**src/rtl/or_gate_bist_ctrl_pkg.sv**
```systemverilog
// Shared definitions for the OR-gate BIST sequencer: FSM states, the
// per-gate pattern order and run-length helpers.
package or_gate_bist_ctrl_pkg;

  typedef enum logic [2:0] {
    ST_IDLE  = 3'd0,
    ST_DRIVE = 3'd1,
    ST_WAIT  = 3'd2,
    ST_CHECK = 3'd3,
    ST_FIN   = 3'd4
  } state_e;

  localparam int NUM_PAT = 4;
  localparam logic [1:0] PAT_LAST = 2'd3;

  // Pattern order applied to each gate, returned as {a,b}: 11, 01, 10, 00.
  function automatic logic [1:0] pat_ab(input logic [1:0] pat);
    logic [1:0] ab;
    case (pat)
      2'd0:    ab = 2'b11;
      2'd1:    ab = 2'b01;
      2'd2:    ab = 2'b10;
      default: ab = 2'b00;
    endcase
    return ab;
  endfunction

  function automatic int vec_cycles(input int settle);
    return settle + 2;
  endfunction

  function automatic int run_cycles(input int gates, input int settle);
    return NUM_PAT * gates * vec_cycles(settle);
  endfunction

endpackage

```
**src/rtl/or_gate_bist_ctrl_vecgen.sv**
```systemverilog
// Combinational vector generator: maps (gate, pattern) to the A/B drive
// words and the full-word Y value a healthy OR device must return.
module or_bist_vecgen
  import or_gate_bist_ctrl_pkg::*;
#(
  parameter int GATES = 3,
  parameter int GW    = 2
) (
  input  logic [GW-1:0]    gate_i,
  input  logic [1:0]       pat_i,
  output logic [GATES-1:0] a_o,
  output logic [GATES-1:0] b_o,
  output logic [GATES-1:0] exp_o
);

  logic [1:0] ab;
  assign ab = pat_ab(pat_i);

  for (genvar gi = 0; gi < GATES; gi++) begin : g_bit
    logic sel;
    assign sel       = (gate_i == GW'(gi));
    assign a_o[gi]   = sel & ab[1];
    assign b_o[gi]   = sel & ab[0];
    assign exp_o[gi] = sel & (ab[1] | ab[0]);
  end

endmodule

```
**src/rtl/or_gate_bist_ctrl.sv**
```systemverilog
// BIST sequencer for a multi-gate 2-input OR device: walks every gate through
// four patterns, waits a settle interval, checks Y and accumulates results.
module or_gate_bist_ctrl
  import or_gate_bist_ctrl_pkg::*;
#(
  parameter int GATES  = 3,
  parameter int SETTLE = 2,
  parameter int ERRW   = 8
) (
  input  logic             clk_i,
  input  logic             rst_i,
  input  logic             start_i,
  output logic [GATES-1:0] a_o,
  output logic [GATES-1:0] b_o,
  input  logic [GATES-1:0] y_i,
  output logic             busy_o,
  output logic             done_o,
  output logic             pass_o,
  output logic [GATES-1:0] fail_mask_o,
  output logic [ERRW-1:0]  err_cnt_o
);

  localparam int GW = (GATES > 1) ? $clog2(GATES) : 1;
  localparam int CW = (SETTLE > 1) ? $clog2(SETTLE) : 1;
  localparam logic [GW-1:0] GATE_LAST   = GW'(GATES - 1);
  localparam logic [CW-1:0] SETTLE_LAST = CW'((SETTLE > 0) ? SETTLE - 1 : 0);

  state_e           state_q;
  logic [GW-1:0]    gate_q, gate_d;
  logic [1:0]       pat_q, pat_d;
  logic [CW-1:0]    cnt_q;
  logic [GATES-1:0] a_q, b_q, exp_q;
  logic             busy_q, done_q, pass_q;
  logic [GATES-1:0] mask_q, mask_d;
  logic [ERRW-1:0]  err_q, err_d;
  logic [GATES-1:0] vec_a, vec_b, vec_e;
  logic             mismatch, last_vec;

  // Counters of the vector to be loaded next: the first vector when starting,
  // otherwise the successor of the one being checked.
  always_comb begin
    gate_d = '0;
    pat_d  = '0;
    if (state_q == ST_CHECK) begin
      gate_d = gate_q;
      if (pat_q == PAT_LAST) begin
        gate_d = gate_q + GW'(1);
      end else begin
        pat_d = pat_q + 2'd1;
      end
    end
  end

  assign last_vec = (pat_q == PAT_LAST) && (gate_q == GATE_LAST);
  assign mismatch = (y_i != exp_q);

  always_comb begin
    mask_d = mask_q;
    err_d  = err_q;
    if (mismatch) begin
      mask_d[gate_q] = 1'b1;
      if (!(&err_q)) begin
        err_d = err_q + ERRW'(1);
      end
    end
  end

  or_bist_vecgen #(
    .GATES (GATES),
    .GW    (GW)
  ) u_vecgen (
    .gate_i (gate_d),
    .pat_i  (pat_d),
    .a_o    (vec_a),
    .b_o    (vec_b),
    .exp_o  (vec_e)
  );

  always_ff @(posedge clk_i) begin
    if (rst_i) begin
      state_q <= ST_IDLE;
      gate_q  <= '0;
      pat_q   <= '0;
      cnt_q   <= '0;
      a_q     <= '0;
      b_q     <= '0;
      exp_q   <= '0;
      busy_q  <= 1'b0;
      done_q  <= 1'b0;
      pass_q  <= 1'b0;
      mask_q  <= '0;
      err_q   <= '0;
    end else begin
      case (state_q)
        ST_IDLE, ST_FIN: begin
          if (start_i) begin
            mask_q  <= '0;
            err_q   <= '0;
            done_q  <= 1'b0;
            pass_q  <= 1'b0;
            busy_q  <= 1'b1;
            gate_q  <= gate_d;
            pat_q   <= pat_d;
            a_q     <= vec_a;
            b_q     <= vec_b;
            exp_q   <= vec_e;
            state_q <= ST_DRIVE;
          end
        end
        ST_DRIVE: begin
          cnt_q   <= '0;
          state_q <= (SETTLE > 0) ? ST_WAIT : ST_CHECK;
        end
        ST_WAIT: begin
          if (cnt_q == SETTLE_LAST) begin
            state_q <= ST_CHECK;
          end else begin
            cnt_q <= cnt_q + CW'(1);
          end
        end
        ST_CHECK: begin
          mask_q <= mask_d;
          err_q  <= err_d;
          if (last_vec) begin
            a_q     <= '0;
            b_q     <= '0;
            busy_q  <= 1'b0;
            done_q  <= 1'b1;
            pass_q  <= (err_d == '0);
            state_q <= ST_FIN;
          end else begin
            gate_q  <= gate_d;
            pat_q   <= pat_d;
            a_q     <= vec_a;
            b_q     <= vec_b;
            exp_q   <= vec_e;
            state_q <= ST_DRIVE;
          end
        end
        default: state_q <= ST_IDLE;
      endcase
    end
  end

  assign a_o         = a_q;
  assign b_o         = b_q;
  assign busy_o      = busy_q;
  assign done_o      = done_q;
  assign pass_o      = pass_q;
  assign fail_mask_o = mask_q;
  assign err_cnt_o   = err_q;

endmodule

```
**config.mk**
```make
export PLATFORM = sky130hd
export DESIGN_NAME = or_gate_bist_ctrl
export DESIGN_NICKNAME = d
export VERILOG_FILES = /design/src/rtl/or_gate_bist_ctrl_pkg.sv /design/src/rtl/or_gate_bist_ctrl_vecgen.sv /design/src/rtl/or_gate_bist_ctrl.sv
export SDC_FILE = /design/constraint.sdc
export NUM_CORES = 1
export LEC_CHECK = 0
export CAP_MARGIN = 20
export CORE_AREA = 2 2 45 89
export CTS_CLUSTER_DIAMETER = 100
export DETAILED_ROUTE_END_ITERATION = 10
export DIE_AREA = 0 0 47 91
export PLACE_DENSITY = 0.75
export SETUP_SLACK_MARGIN = 0.1
export SLEW_MARGIN = 10
export SYNTH_ARGS = -nofsm -noshare
export SYNTH_HDL_FRONTEND = slang
export SYNTH_SLANG_ARGS = --single-unit
```
**constraint.sdc**
```tcl
create_clock -name clk_i -period 2 [get_ports clk_i]
set_clock_uncertainty 0.15 [all_clocks]
set_input_delay 0.4 -clock clk_i [delete_from_list [all_inputs] [get_ports clk_i]]
set_output_delay 0.4 -clock clk_i [all_outputs]
set_load 0.03 [all_outputs]
```
-- Word-level counts from Yosys, hierarchy flattened
Cells that the tools add are included.
- bits in registers: 31
- latch bits: 0
- memory bits (writable): 0
- bits in read-only memories: 0
- bits of input ports: 6
- output and inout port bits: 20
- word-level logic and storage cells: 103
- memories kept: 0
- $add $sub $neg: 4
- multiply operators: 0
- divide/modulo/power cells: 0
- magnitude comparators: 2
- equality and inequality tests: 16
- shifts and indexed selects: 0
- mux-type cells: 43
- bitwise gates (word level): 11
- reduce and logical (&&, ||, !) cells: 15
- operators by type and width (kind ; count):
    3-bit two-way mux ; 11
    8-bit two-way mux ; 3
    3-bit one-hot mux with 2 select lines ; 4
    2-bit two-way mux ; 8
    8-bit one-hot mux with 2 select lines ; 1
    3-bit one-hot mux with 4 select lines ; 1
    2-bit != test (second input constant) ; 5
    1-bit AND ; 9
    3-bit AND reduction ; 3
    8-bit by 1-bit adder with 8-bit output (second input constant) ; 1
    2-bit == test (second input constant) ; 4
    8-bit zero test ; 1
    1-bit one-hot mux with 2 select lines ; 4
    2-bit one-hot mux with 2 select lines ; 2
    8-bit AND reduction ; 1
    1-bit two-way mux ; 7
    3-bit by 2-bit == test with 1-bit output (second input constant) ; 2
    2-bit one-hot mux with 3 select lines ; 1
    2-bit by 1-bit adder with 2-bit output (second input constant) ; 2
    2-bit by 1-bit == test with 1-bit output (second input constant) ; 2
    2-bit zero test ; 2
    2-bit AND reduction ; 2
    2-bit nonzero test ; 2
    3-bit by 1-bit == test with 1-bit output (second input constant) ; 1
    other kinds (11) ; 12

-- Depth between registers and ports, before layout
Gate-level depths: netlist (run 1).
- word-level depth: 9
- depth in mapped cells: 8
- mapped depth without buffers: 7

-- Hierarchy
Synthesis (run 1) repeated with hierarchy kept, for this count alone.
- cells, all modules: 214
- area total of the unflattened synthesis: 1692.9 um2
- modules (own cells, without submodules) (module ; times used ; cells an instance ; area an instance (um2) ; sequential area each (um2)):
    or_gate_bist_ctrl ; 1 ; 203 ; 1637.8 ; 620.6
    or_bist_vecgen ; 1 ; 11 ; 55.1 ; 0.0

-- Worst setup path before layout (run 1)
OpenSTA, ideal clock, no wires.
- path type: flip-flop to flip-flop
- from: register err_q[0] (netlist: err_cnt_o[0])
- to: register err_q[4] (netlist: err_cnt_o[4])
- setup time: 0.063 ns
- arrival time: 1.953 ns
- data required time: 1.787 ns
- slack: -0.166 ns
- stages on the path, launching flop included: 7
- path buffers: 1
- period minus slack after synthesis: 2.166 ns
- cell sequence: dfxtp_1 > ha_1 > clkbuf_1 > nand3_1 > or4_4 > mux2_4 > nor2_2
- longest elaborated chain between the ends: 4
- elaborated cells on any way between the ends: 5
- classes of those cells: 1 x add/sub; 3 x mux; 1 x reduce/logical
- ends and longest elaborated chain (item ; RTL line ; text):
    start, declared ; or_gate_bist_ctrl.sv:35 ; logic [ERRW-1:0] err_q, err_d;
    start signal, assigned ; or_gate_bist_ctrl.sv:123 ; err_q <= err_d;
    8-bit by 1-bit adder with 8-bit output or 8-bit AND reduction (tied branches) ; or_gate_bist_ctrl.sv:63, or_gate_bist_ctrl.sv:62 ;
    8-bit two-way mux * ; or_gate_bist_ctrl.sv:62 ; if (!(&err_q)) begin
    8-bit two-way mux * ; or_gate_bist_ctrl.sv:60 ; if (mismatch) begin
    8-bit one-hot mux with 2 select lines * ; or_gate_bist_ctrl.sv:94 ; case (state_q)
Mark *: on every way between the ends. The rest lies on a longest branch, timed or not.
A chain may end at the register's enable or synchronous reset.

-- Final worst setup path (run 1)
- from: register pass_q (netlist: pass_o)
- to: output port pass_o
- RTL lines (item ; RTL line ; text):
    start, declared ; or_gate_bist_ctrl.sv:33 ; logic busy_q, done_q, pass_q;
    start signal, assigned ; or_gate_bist_ctrl.sv:129 ; pass_q <= (err_d == '0);
    end, declared ; or_gate_bist_ctrl.sv:18 ; output logic pass_o,
No word-level cell between the ends.

==> results.md, run 1 <==
| Item | Value |
|---|---|
| Layout Utilization | 64.8% |
| CP delay by family, top | buffers and inverters |
| Number of global-route vias before repair | 1682 |
| Via count | 1683 |
| IR Drop Worst-Case VDD | 0.674 mV |
| Core Area | 3570 µm² |
| Post-synth top area cell | sky130_fd_sc_hd__dfxtp_1 |
| Result of the run | finished clean |
| Proportion of netlist area held by the largest area contributor | 37.3% |
| Highest-delay cell along the critical path | sky130_fd_sc_hd__clkdlybuf4s50_1 |
| Cell-by-cell trace of the critical path | clkdlybuf4s50_1 |
| Instance count of the mapped netlist | 205 |
| Leading cell type in the layout, fill and taps excluded | sky130_fd_sc_hd__nor2_1 |
| Total Neg Setup Slack | 0 ns |
| Final slew viol count | 0 |
| Floorplan die area | 4280 µm² |
| DP HPWL | 3.36 mm |
| Per-cell via count in the routed design | 5.69 |
| Share of async-settable or async-resettable flops after synthesis | 0% |
| DRC | 0 |
| Setup repair after global routing missed its margin | yes |
| Weighted congestion at the end of routability-driven global placement | 0.948 |
| Count of endpoints failing hold in the final timing report | 0 |
| Critical path required time | 1.45 ns |
| Share of layout cells above drive strength 1 | 25.5% |
| Worst min-delay path category | flop to flop |
| Area growth from synthesis to layout | 38.9% |
| Layer carrying the most global-route usage | met2 |
| Maximum number of pins on one net before global-route repair | 21 |
| Top cells by area in the synthesized netlist | sky130_fd_sc_hd__dfxtp_1 (37%), sky130_fd_sc_hd__nor2_1 (6.3%), sky130_fd_sc_hd__a21oi_1 (5.7%) |
| Number of flip-flops and latches in the synthesized netlist | 31 |
| Count of distinct cell types in the synthesized netlist | 46 |
| Commonest cells after routing, fill and taps aside | sky130_fd_sc_hd__nor2_1 (27), sky130_fd_sc_hd__buf_4 (25), sky130_fd_sc_hd__dfxtp_1 (24) |
| Die Width | 47 µm |
| Count of nets after finishing | 257 |
| Avg Inst Size Synth | 8.12 µm² |
| Violation count after the first detailed-routing iteration | 28 |
| Number of buffers created by CTS | 5 |
| IO Pins | 26 |
| H-tree depth | 2 |
| Floorplan die height | 91 µm |
| # Max-Cap Violations | 0 |
| CTS Buffer Depth | 2 |
| Biggest fanout along the worst timing path | 2 |
| Port bufs | 25 |
| Placed instance area | 2120 µm² |
| Insertion delay to the later sink of the worst-skew pair | 0.28 ns |
| Crit path largest cell delay | 0.69 ns |
| Count of hold buffers inserted by post-cts repair | 0 |
| Finished Layout Cells | 296 |
| Leakage power summed over all cells | 0.877 nW |
| Final critical path time including I/O delays and setup | 1.89 ns |
| Wire length of the first global-routing pass | 7.50 mm |
| Worst EP arrival | 1.34 ns |
| Critical path startpoint category | flop |
| Sequential cell area fraction in the yosys report | 37.3% |
| Reg clk slew, reported paths | 0.06 ns |
| Worst slew pin tran | 0.585 ns |
| Residual antenna-violating net count after detailed routing | 0 |
| Crit. End Element | output pin |
| GRT Util Overall | 23.8% |
| Post-route worst setup slack | 0.111 ns |
| Clock root buffer | sky130_fd_sc_hd__clkbuf_8 |
| Syn Nets | 216 |
| Global-route track usage on met2 | 39.3% |
| Power density relative to cell area | 611 nW/µm² |
| Detailed Routing Iterations Pass 1 | 4 |
| Timing-limited maximum frequency | 0.529 GHz |
| Critical path buffers and inverters | 1 |
| Met1 track demand over resource in global routing | 26.1% |
| Max transition margin | 60.4% |
| Post-placement cell count | 287 |
| Routed WL | 4.44 mm |
| Count of flip-flops with a built-in enable after synthesis | 0 |
| Leftover overflow at the end of global routing | 0 |
| # fillers | 326 |
| Number of antenna violations at the first check in global routing | 0 |
| Pre-CTS WS | -0.288 ns |
| Post-DR wirelength/cell | 15.0 µm |
| Path type of the worst setup path | flop to output pin |
| Initial cell density of the core | 46.7% |
| Count of endpoints failing setup in the final report | 0 |
| Finished Cell Area | 2310 µm² |
| Number of warnings printed during yosys synthesis | 0 |
| FP Rows | 31 |
| Portion of the clock cycle consumed by the worst path in the final layout | 94.5% |
| Most used DFF post-synth | sky130_fd_sc_hd__dfxtp_1 |
| Total number of clock tree sinks | 31 |
| Final antenna diode count | 0 |
| CTS tree | built |
| GR met3 Demand/Resource | 5.17% |
| Summed instance area of the synthesized netlist | 1670 µm² |
==> logic make-up after synthesis <==
family,count (synthesis),share of synthesized area [%]
and+or+nand+nor,83,26.9
DFF,31,37.3
AOI/OAI and AO/OA,54,20.6
muxes,5,3.31
xor gates and xnor gates,5,2.63
buffers and inverters,22,5.56
adders and majority gates,5,3.76
==> layer usage <==
| layer | vias up | share of wire (%) |
|---|---|---|
| met3 | 15 | 3.0 |
| met2 | 37 | 58 |
| met4 | 0 | 3.4 |
| met5 | - | 0 |
| li1 | 826 | - |
| met1 | 805 | 36 |
==> path summary, 6_finish.rpt <==
check	startpoint	endpoint	slack, ns	cells after the start
worst max-delay path	pass_o	pass_o	0.11	1
worst min-delay path	done_o	done_o	0.30	2
worst max register to register	pat_q[0]	exp_q[0]	0.15	6
worst min register to register	done_o	done_o	0.30	2
==> worst register-to-register path, stage by stage, from the launching register on <==
cell                      delay, ns
sky130_fd_sc_hd__dfxtp_4       0.37
sky130_fd_sc_hd__ha_4          0.27
sky130_fd_sc_hd__inv_1         0.07
sky130_fd_sc_hd__or4_4         0.53
sky130_fd_sc_hd__nor2b_4       0.15
sky130_fd_sc_hd__a22oi_2       0.15
sky130_fd_sc_hd__nor2_1        0.06
==> power breakdown <==
part           switching (mW)  internal (mW)
Combinational           0.127          0.105
Clock                   0.224          0.314
Sequential             0.0138          0.630
Total                   0.364           1.05
==> sequential cells by signal (all words and copies together) (netlist names), 2 cells and up <==
register / count
err_cnt_o: 8
a_o: 3
b_o: 3
exp_q: 3
fail_mask_o: 3
state_q: 3
gate_q: 2
pat_q: 2
==> cells in the mapped netlist, types with 3 or more instances <==
master,instances
sky130_fd_sc_hd__o21ai_1,4
sky130_fd_sc_hd__nand3_1,10
sky130_fd_sc_hd__a21oi_1,19
sky130_fd_sc_hd__mux2i_1,4
sky130_fd_sc_hd__o21ai_0,3
sky130_fd_sc_hd__nor3b_1,3
sky130_fd_sc_hd__clkbuf_1,13
sky130_fd_sc_hd__inv_1,6
sky130_fd_sc_hd__nand3b_1,3
sky130_fd_sc_hd__a31oi_1,7
sky130_fd_sc_hd__a22oi_1,5
sky130_fd_sc_hd__a211oi_1,3
sky130_fd_sc_hd__nand4_1,4
sky130_fd_sc_hd__xnor2_1,5
sky130_fd_sc_hd__dfxtp_1,31
sky130_fd_sc_hd__nor2b_1,3
sky130_fd_sc_hd__nand2_1,7
sky130_fd_sc_hd__nor2_1,28
sky130_fd_sc_hd__nor3_1,7
sky130_fd_sc_hd__or4_1,4
sky130_fd_sc_hd__ha_1,5
==> final cells by class <==
type	instances	area (µm²)	share of cell area, %
repair buffers	50	428	18.5
flip-flops and latches	31	644	27.9
clock buffers	8	100	4.33
well taps	49	61.3	2.65
inverters	6	22.5	0.973
multi-input cells	152	1060	45.7
==> what timing repair did <==
action | 4_1_cts | 5_1_grt
buffers inserted | 1 | 0
pin swaps | 4 | 0
endpoints found under the setup margin | 12 | 8
gates resized for setup | 20 | 14
==> stage by stage <==
| step | total power [mW] | hold slack, ns |
|---|---|---|
| 2_1_floorplan | 0.789 | 0.306 |
| 6_report | 1.41 | 0.301 |
| 5_1_grt | 1.47 | 0.338 |
| 3_5_place_dp | 0.877 | 0.291 |
| 4_1_cts | 1.42 | 0.301 |
| 3_3_place_gp | 0.872 | 0.283 |
Note: power is estimated with default switching activity, not from simulation.
==> inputs of run 2 (changes only) <==
--- a/config.mk
+++ b/config.mk
@@ -6,12 +6,12 @@
 export NUM_CORES = 1
 export LEC_CHECK = 0
 export CAP_MARGIN = 20
-export CORE_AREA = 2 2 45 89
+export CORE_AREA = 2 2 47 92
 export CTS_CLUSTER_DIAMETER = 100
 export DETAILED_ROUTE_END_ITERATION = 10
-export DIE_AREA = 0 0 47 91
-export PLACE_DENSITY = 0.75
-export SETUP_SLACK_MARGIN = 0.1
+export DIE_AREA = 0 0 49 94
+export PLACE_DENSITY = 0.7
+export SETUP_SLACK_MARGIN = 0.05
 export SLEW_MARGIN = 10
 export SYNTH_ARGS = -nofsm -noshare
 export SYNTH_HDL_FRONTEND = slang
==> run 2 against run 1 <==
  * Via count grew 1.5%
  * Sequential cell count is the same
  * Cell count grew 2.4%
  * Utilization shrank 6.3 points
  * Maximum frequency shrank 1.2%
  * Routed wire length grew 0.43%
  * Non-clock buffer count grew 6
==> results.md, run 2 (same netlist as run 1, synthesis figures left out) <==
| Item | Value |
|---|---|
| Result of the run | finished clean |
| Multi-input combinational cell area | 987 µm² |
| Layout Utilization | 58.5% |
| Largest register FFs | 8 |
| Leakage power summed over all cells | 0.894 nW |
| Worst EP arrival | 1.98 ns |
| Commonest cells after routing, fill and taps aside | sky130_fd_sc_hd__buf_4 (30), sky130_fd_sc_hd__nor2_1 (27), sky130_fd_sc_hd__dfxtp_1 (25) |
| Maximum number of pins on one net before global-route repair | 21 |
| Per-cell via count in the routed design | 5.64 |
| DRC | 0 |
| Portion of the clock cycle consumed by the worst path in the final layout | 95.6% |
| Placed instance area | 2170 µm² |
| Critical path startpoint category | flop |
| IO Pins | 26 |
| Via count | 1709 |
| Timing-limited maximum frequency | 0.523 GHz |
| Final antenna diode count | 0 |
| Count of endpoints failing setup in the final report | 0 |
| Levels on crit path | 6 |
| Final critical path time including I/O delays and setup | 1.91 ns |
| Count of nets after finishing | 263 |
| Biggest fanout along the worst timing path | 6 |
| Max transition margin | 67.3% |
| Number of antenna violations at the first check in global routing | 0 |
| Power Total | 1.33 mW |
| Area growth from synthesis to layout | 36.5% |
| Initial cell density of the core | 42.9% |
| IR Drop Worst-Case VDD | 0.517 mV |
| # Max-Cap Violations | 0 |
| Detailed Routing Iterations Pass 1 | 4 |
| Count of hold buffers inserted by post-cts repair | 0 |
| Critical path required time | 2.07 ns |
| Total Neg Setup Slack | 0 ns |
| Worst hold path depth | 2 |
| Floorplan die height | 94 µm |
| Leftover overflow at the end of global routing | 0 |
| # fillers | 376 |
| Residual antenna-violating net count after detailed routing | 0 |
| Share of layout cells above drive strength 1 | 21.4% |
| Cell-by-cell trace of the critical path | ha_1 -> nand3_2 -> nor2_2 -> or4_4 -> mux2_4 -> nor2_2 |
| CP delay by family, top | simple AND/OR/NAND/NOR gates |
| Die Width | 49 µm |
| Area used by sequential logic in the layout | 631 µm² |
| Post-route worst setup slack | 0.0887 ns |
| Core Area | 3880 µm² |
| Number of buffers created by CTS | 5 |
| Worst min-delay path category | flop to flop |
| Clock root buffer | sky130_fd_sc_hd__clkbuf_8 |
| Crit path largest cell delay | 0.49 ns |
| Total number of clock tree sinks | 31 |
| H-tree depth | 2 |
| Reg clk slew, reported paths | 0.06 ns |
| Wire length of the first global-routing pass | 7.22 mm |
| Path type of the worst setup path | flop to flop |
| DP HPWL | 3.38 mm |
| Floorplan die area | 4610 µm² |
| Finished Cell Area | 2270 µm² |
| Weighted congestion at the end of routability-driven global placement | 0.941 |
| Highest-delay cell along the critical path | sky130_fd_sc_hd__or4_4 |
| Power density relative to cell area | 586 nW/µm² |
| Post-DR wirelength/cell | 14.7 µm |
| Final slew viol count | 0 |
| Insertion delay to the later sink of the worst-skew pair | 0.28 ns |
| Count of endpoints failing hold in the final timing report | 0 |
| Violation count after the first detailed-routing iteration | 57 |
| GRT Util Overall | 20.6% |
| Crit. End Element | flop |
| Most common cell on crit path | sky130_fd_sc_hd__nor2_2 |
| FP Rows | 32 |
| Leading cell type in the layout, fill and taps excluded | sky130_fd_sc_hd__buf_4 |
| Port bufs | 25 |
| Critical path buffers and inverters | 0 |
| Number of global-route vias before repair | 1605 |
| Worst slew pin tran | 0.483 ns |
| Pre-CTS WS | -0.268 ns |
| Number of cells on the worst reg-to-reg path | 6 |
| Postcts setup bufs | 0 |
| CTS Buffer Depth | 2 |
| CTS tree | built |
| Routed WL | 4.46 mm |
| Setup repair after global routing missed its margin | yes |
==> run 2: final timing paths <==
| check | slack, ns | endpoint | start |
|---|---|---|---|
| worst max-delay path | 0.09 | err_cnt_o[4] | err_cnt_o[0] |
| worst min-delay path | 0.30 | done_o | done_o |
| worst max register to register | 0.09 | err_cnt_o[4] | err_cnt_o[0] |
| worst min register to register | 0.30 | done_o | done_o |
==> run 2: cell type report <==
class | count | share of cell area (%)
Sequential cell | 31 | 27.7
Multi-Input combinational cell | 152 | 43.4
Timing Repair Buffer | 56 | 21.7
Tap cell | 51 | 2.81
Inverter | 6 | 0.991
Clock buffer | 7 | 3.36
==> run 2: per-layer routing <==
metal	part of all wire, %	GRT usage (%)	vias up
met5	0	0	-
met4	4.4	15.2	0
met3	2.6	3.03	16
met2	58	39.8	39
met1	35	18.6	811
li1	-	-	843
==> run 2: through the flow <==
| stage | hold WS [ns] | std cells |
|---|---|---|
| final | 0.304 | 303 |
| after global routing | 0.333 | 303 |
| after CTS | 0.309 | 303 |
| after detailed placement | 0.299 | 296 |
| after global placement | 0.287 | 296 |
| after floorplan | 0.306 | 205 |
==> run 2: where the power goes <==
group	switching, mW	leakage [nW]	internal, mW
Clock	0.217	0.0383	0.239
Combinational	0.121	0.601	0.107
Sequential	0.0114	0.255	0.636
Total	0.349	0.894	0.982
==> run 2: worst reg2reg max path, delay by kind of cell, from the launching register on <==
kind,cells,cell delay (ns)
adders and majority gates,1,0.30
DFF,1,0.34
and+or+nand+nor,4,0.75
muxes,1,0.31
==> run 2: what timing repair did <==
item,in CTS,in global routing
setup endpoints to repair,7,9
gates resized for setup,8,8
pin swaps,3,1
hold endpoints to repair,0,0
==> inputs of run 3 (changes only) <==
--- a/config.mk
+++ b/config.mk
@@ -7,6 +7,7 @@
 export LEC_CHECK = 0
 export CAP_MARGIN = 20
 export CORE_AREA = 2 2 47 92
+export CTS_BUF_LIST = sky130_fd_sc_hd__clkbuf_4 sky130_fd_sc_hd__clkbuf_8 sky130_fd_sc_hd__clkbuf_16
 export CTS_CLUSTER_DIAMETER = 100
 export DETAILED_ROUTE_END_ITERATION = 10
 export DIE_AREA = 0 0 49 94
==> run 3 against run 2 <==
  * Sequential cell count unchanged
  * Register-to-register slack about the same
  * Critical path depth unchanged
  * Worst hold slack about the same
  * Clock power up 6.8%
  * Utilization up 0.19 points
  * Via count down 0.94%
  * First-iteration DRC count up 11%
  * Combinational power about the same
  * Critical path type unchanged
==> results.md, run 3 (same netlist as run 1, synthesis figures left out) <==
| Item | Value |
|---|---|
| Result of the run | finished clean |
| IR Drop Worst-Case VDD | 0.518 mV |
| Portion of the clock cycle consumed by the worst path in the final layout | 95.2% |
| Insertion delay to the later sink of the worst-skew pair | 0.28 ns |
| Leading cell type in the layout, fill and taps excluded | sky130_fd_sc_hd__buf_4 |
| Per-cell via count in the routed design | 5.59 |
| Core Area | 3880 µm² |
| Critical path required time | 2.07 ns |
| Violation count after the first detailed-routing iteration | 63 |
| DP HPWL | 3.38 mm |
| Port bufs | 25 |
| Final critical path time including I/O delays and setup | 1.90 ns |
| Final slew viol count | 0 |
| Number of global-route vias before repair | 1600 |
| Residual antenna-violating net count after detailed routing | 0 |
| Pre-CTS WS | -0.268 ns |
| Total number of clock tree sinks | 31 |
| Post-route worst setup slack | 0.0954 ns |
| Critical path startpoint category | flop |
| Leftover overflow at the end of global routing | 0 |
| Worst EP arrival | 1.98 ns |
| Via count | 1693 |
| Maximum number of pins on one net before global-route repair | 21 |
| Commonest cells after routing, fill and taps aside | sky130_fd_sc_hd__buf_4 (30), sky130_fd_sc_hd__nor2_1 (27), sky130_fd_sc_hd__dfxtp_1 (25) |
| Routed WL | 4.46 mm |
| Layout Utilization | 58.7% |
| Largest register FFs | 8 |
| IO Pins | 26 |
| Postcts setup bufs | 0 |
| Timing-limited maximum frequency | 0.525 GHz |
| Post-DR wirelength/cell | 14.7 µm |
| Count of endpoints failing setup in the final report | 0 |
| FP Rows | 32 |
| Leakage power summed over all cells | 0.901 nW |
| Wire length of the first global-routing pass | 7.22 mm |
| Setup repair after global routing missed its margin | yes |
| DRC | 0 |
| Reg clk slew, reported paths | 0.06 ns |
| # Max-Cap Violations | 0 |
| Crit. End Element | flop |
| Path type of the worst setup path | flop to flop |
| Initial cell density of the core | 42.9% |
| Clock root buffer | sky130_fd_sc_hd__clkbuf_8 |
| Floorplan die height | 94 µm |
| Area growth from synthesis to layout | 37.0% |
| Worst slew pin tran | 0.497 ns |
| Final antenna diode count | 0 |
| Detailed Routing Iterations Pass 1 | 4 |
| Max transition margin | 66.4% |
| GRT Util Overall | 20.6% |
| Number of buffers created by CTS | 5 |
| Weighted congestion at the end of routability-driven global placement | 0.941 |
| Die Width | 49 µm |
| Number of antenna violations at the first check in global routing | 0 |
| Share of layout cells above drive strength 1 | 22.2% |
| Count of nets after finishing | 263 |
| # fillers | 378 |
| H-tree depth | 2 |
| Power Total | 1.36 mW |
| Power density relative to cell area | 597 nW/µm² |
| CTS tree | built |
| Worst min-delay path category | flop to flop |
| CTS Buffer Depth | 2 |
| Floorplan die area | 4610 µm² |
| Biggest fanout along the worst timing path | 6 |
| Worst hold slack after final layout | 0.304 ns |
| Count of endpoints failing hold in the final timing report | 0 |
==> run 3: what timing repair did <==
action                                  in CTS  in global routing
pin swaps                                    3                  1
gates resized for setup                      8                  8
hold buffers                                 0                  0
endpoints found under the setup margin       7                  9
cloned                                       0                  0
==> run 3: worst paths after layout <==
check,start,endpoint,slack (ns),cells after the start
worst max-delay path,err_cnt_o[0],err_cnt_o[4],0.1,6
worst min-delay path,done_o,done_o,0.30,2
worst max register to register,err_cnt_o[0],err_cnt_o[4],0.1,6
worst min register to register,done_o,done_o,0.30,2
==> run 3: layout make-up <==
| class | instances | area (µm²) | area share, % |
|---|---|---|---|
| multi-input combinational | 152 | 987 | 43.3 |
| tap | 51 | 63.8 | 2.80 |
| sequential | 31 | 631 | 27.6 |
| inverter | 6 | 22.5 | 0.987 |
| clock buffer | 7 | 83.8 | 3.68 |
| timing repair buffer | 56 | 493 | 21.6 |
==> run 3: layer usage <==
metal / track usage, % / routed length [µm] / up-vias
met5: 0 / 0 / -
met4: 15.2 / 189 / 0
met3: 3.03 / 107 / 14
met2: 39.7 / 2540 / 37
met1: 18.7 / 1620 / 798
li1: - / - / 844
==> run 3: report_power, final <==
part	internal (mW)	total (mW)	switching (mW)
clock	0.266	0.487	0.220
combinational	0.107	0.228	0.120
sequential	0.636	0.648	0.0115
total	1.01	1.36	0.352
==> run 3: per-stage QoR <==
stage | setup TNS, ns | area (µm²) | cells
6_report | 0 | 2280 | 303
5_1_grt | 0 | 2280 | 303
4_1_cts | 0 | 2240 | 303
3_5_place_dp | -1.19 | 2170 | 296
3_3_place_gp | -1.04 | 2170 | 296
2_1_floorplan | 0 | 1690 | 205
==> run 3: critical path: stages (launching register included) <==
cell                      delay (ns)
sky130_fd_sc_hd__dfxtp_4        0.34
sky130_fd_sc_hd__ha_1           0.29
sky130_fd_sc_hd__nand3_2        0.13
sky130_fd_sc_hd__nor2_2         0.06
sky130_fd_sc_hd__or4_4          0.49
sky130_fd_sc_hd__mux2_4         0.31
sky130_fd_sc_hd__nor2_2         0.07
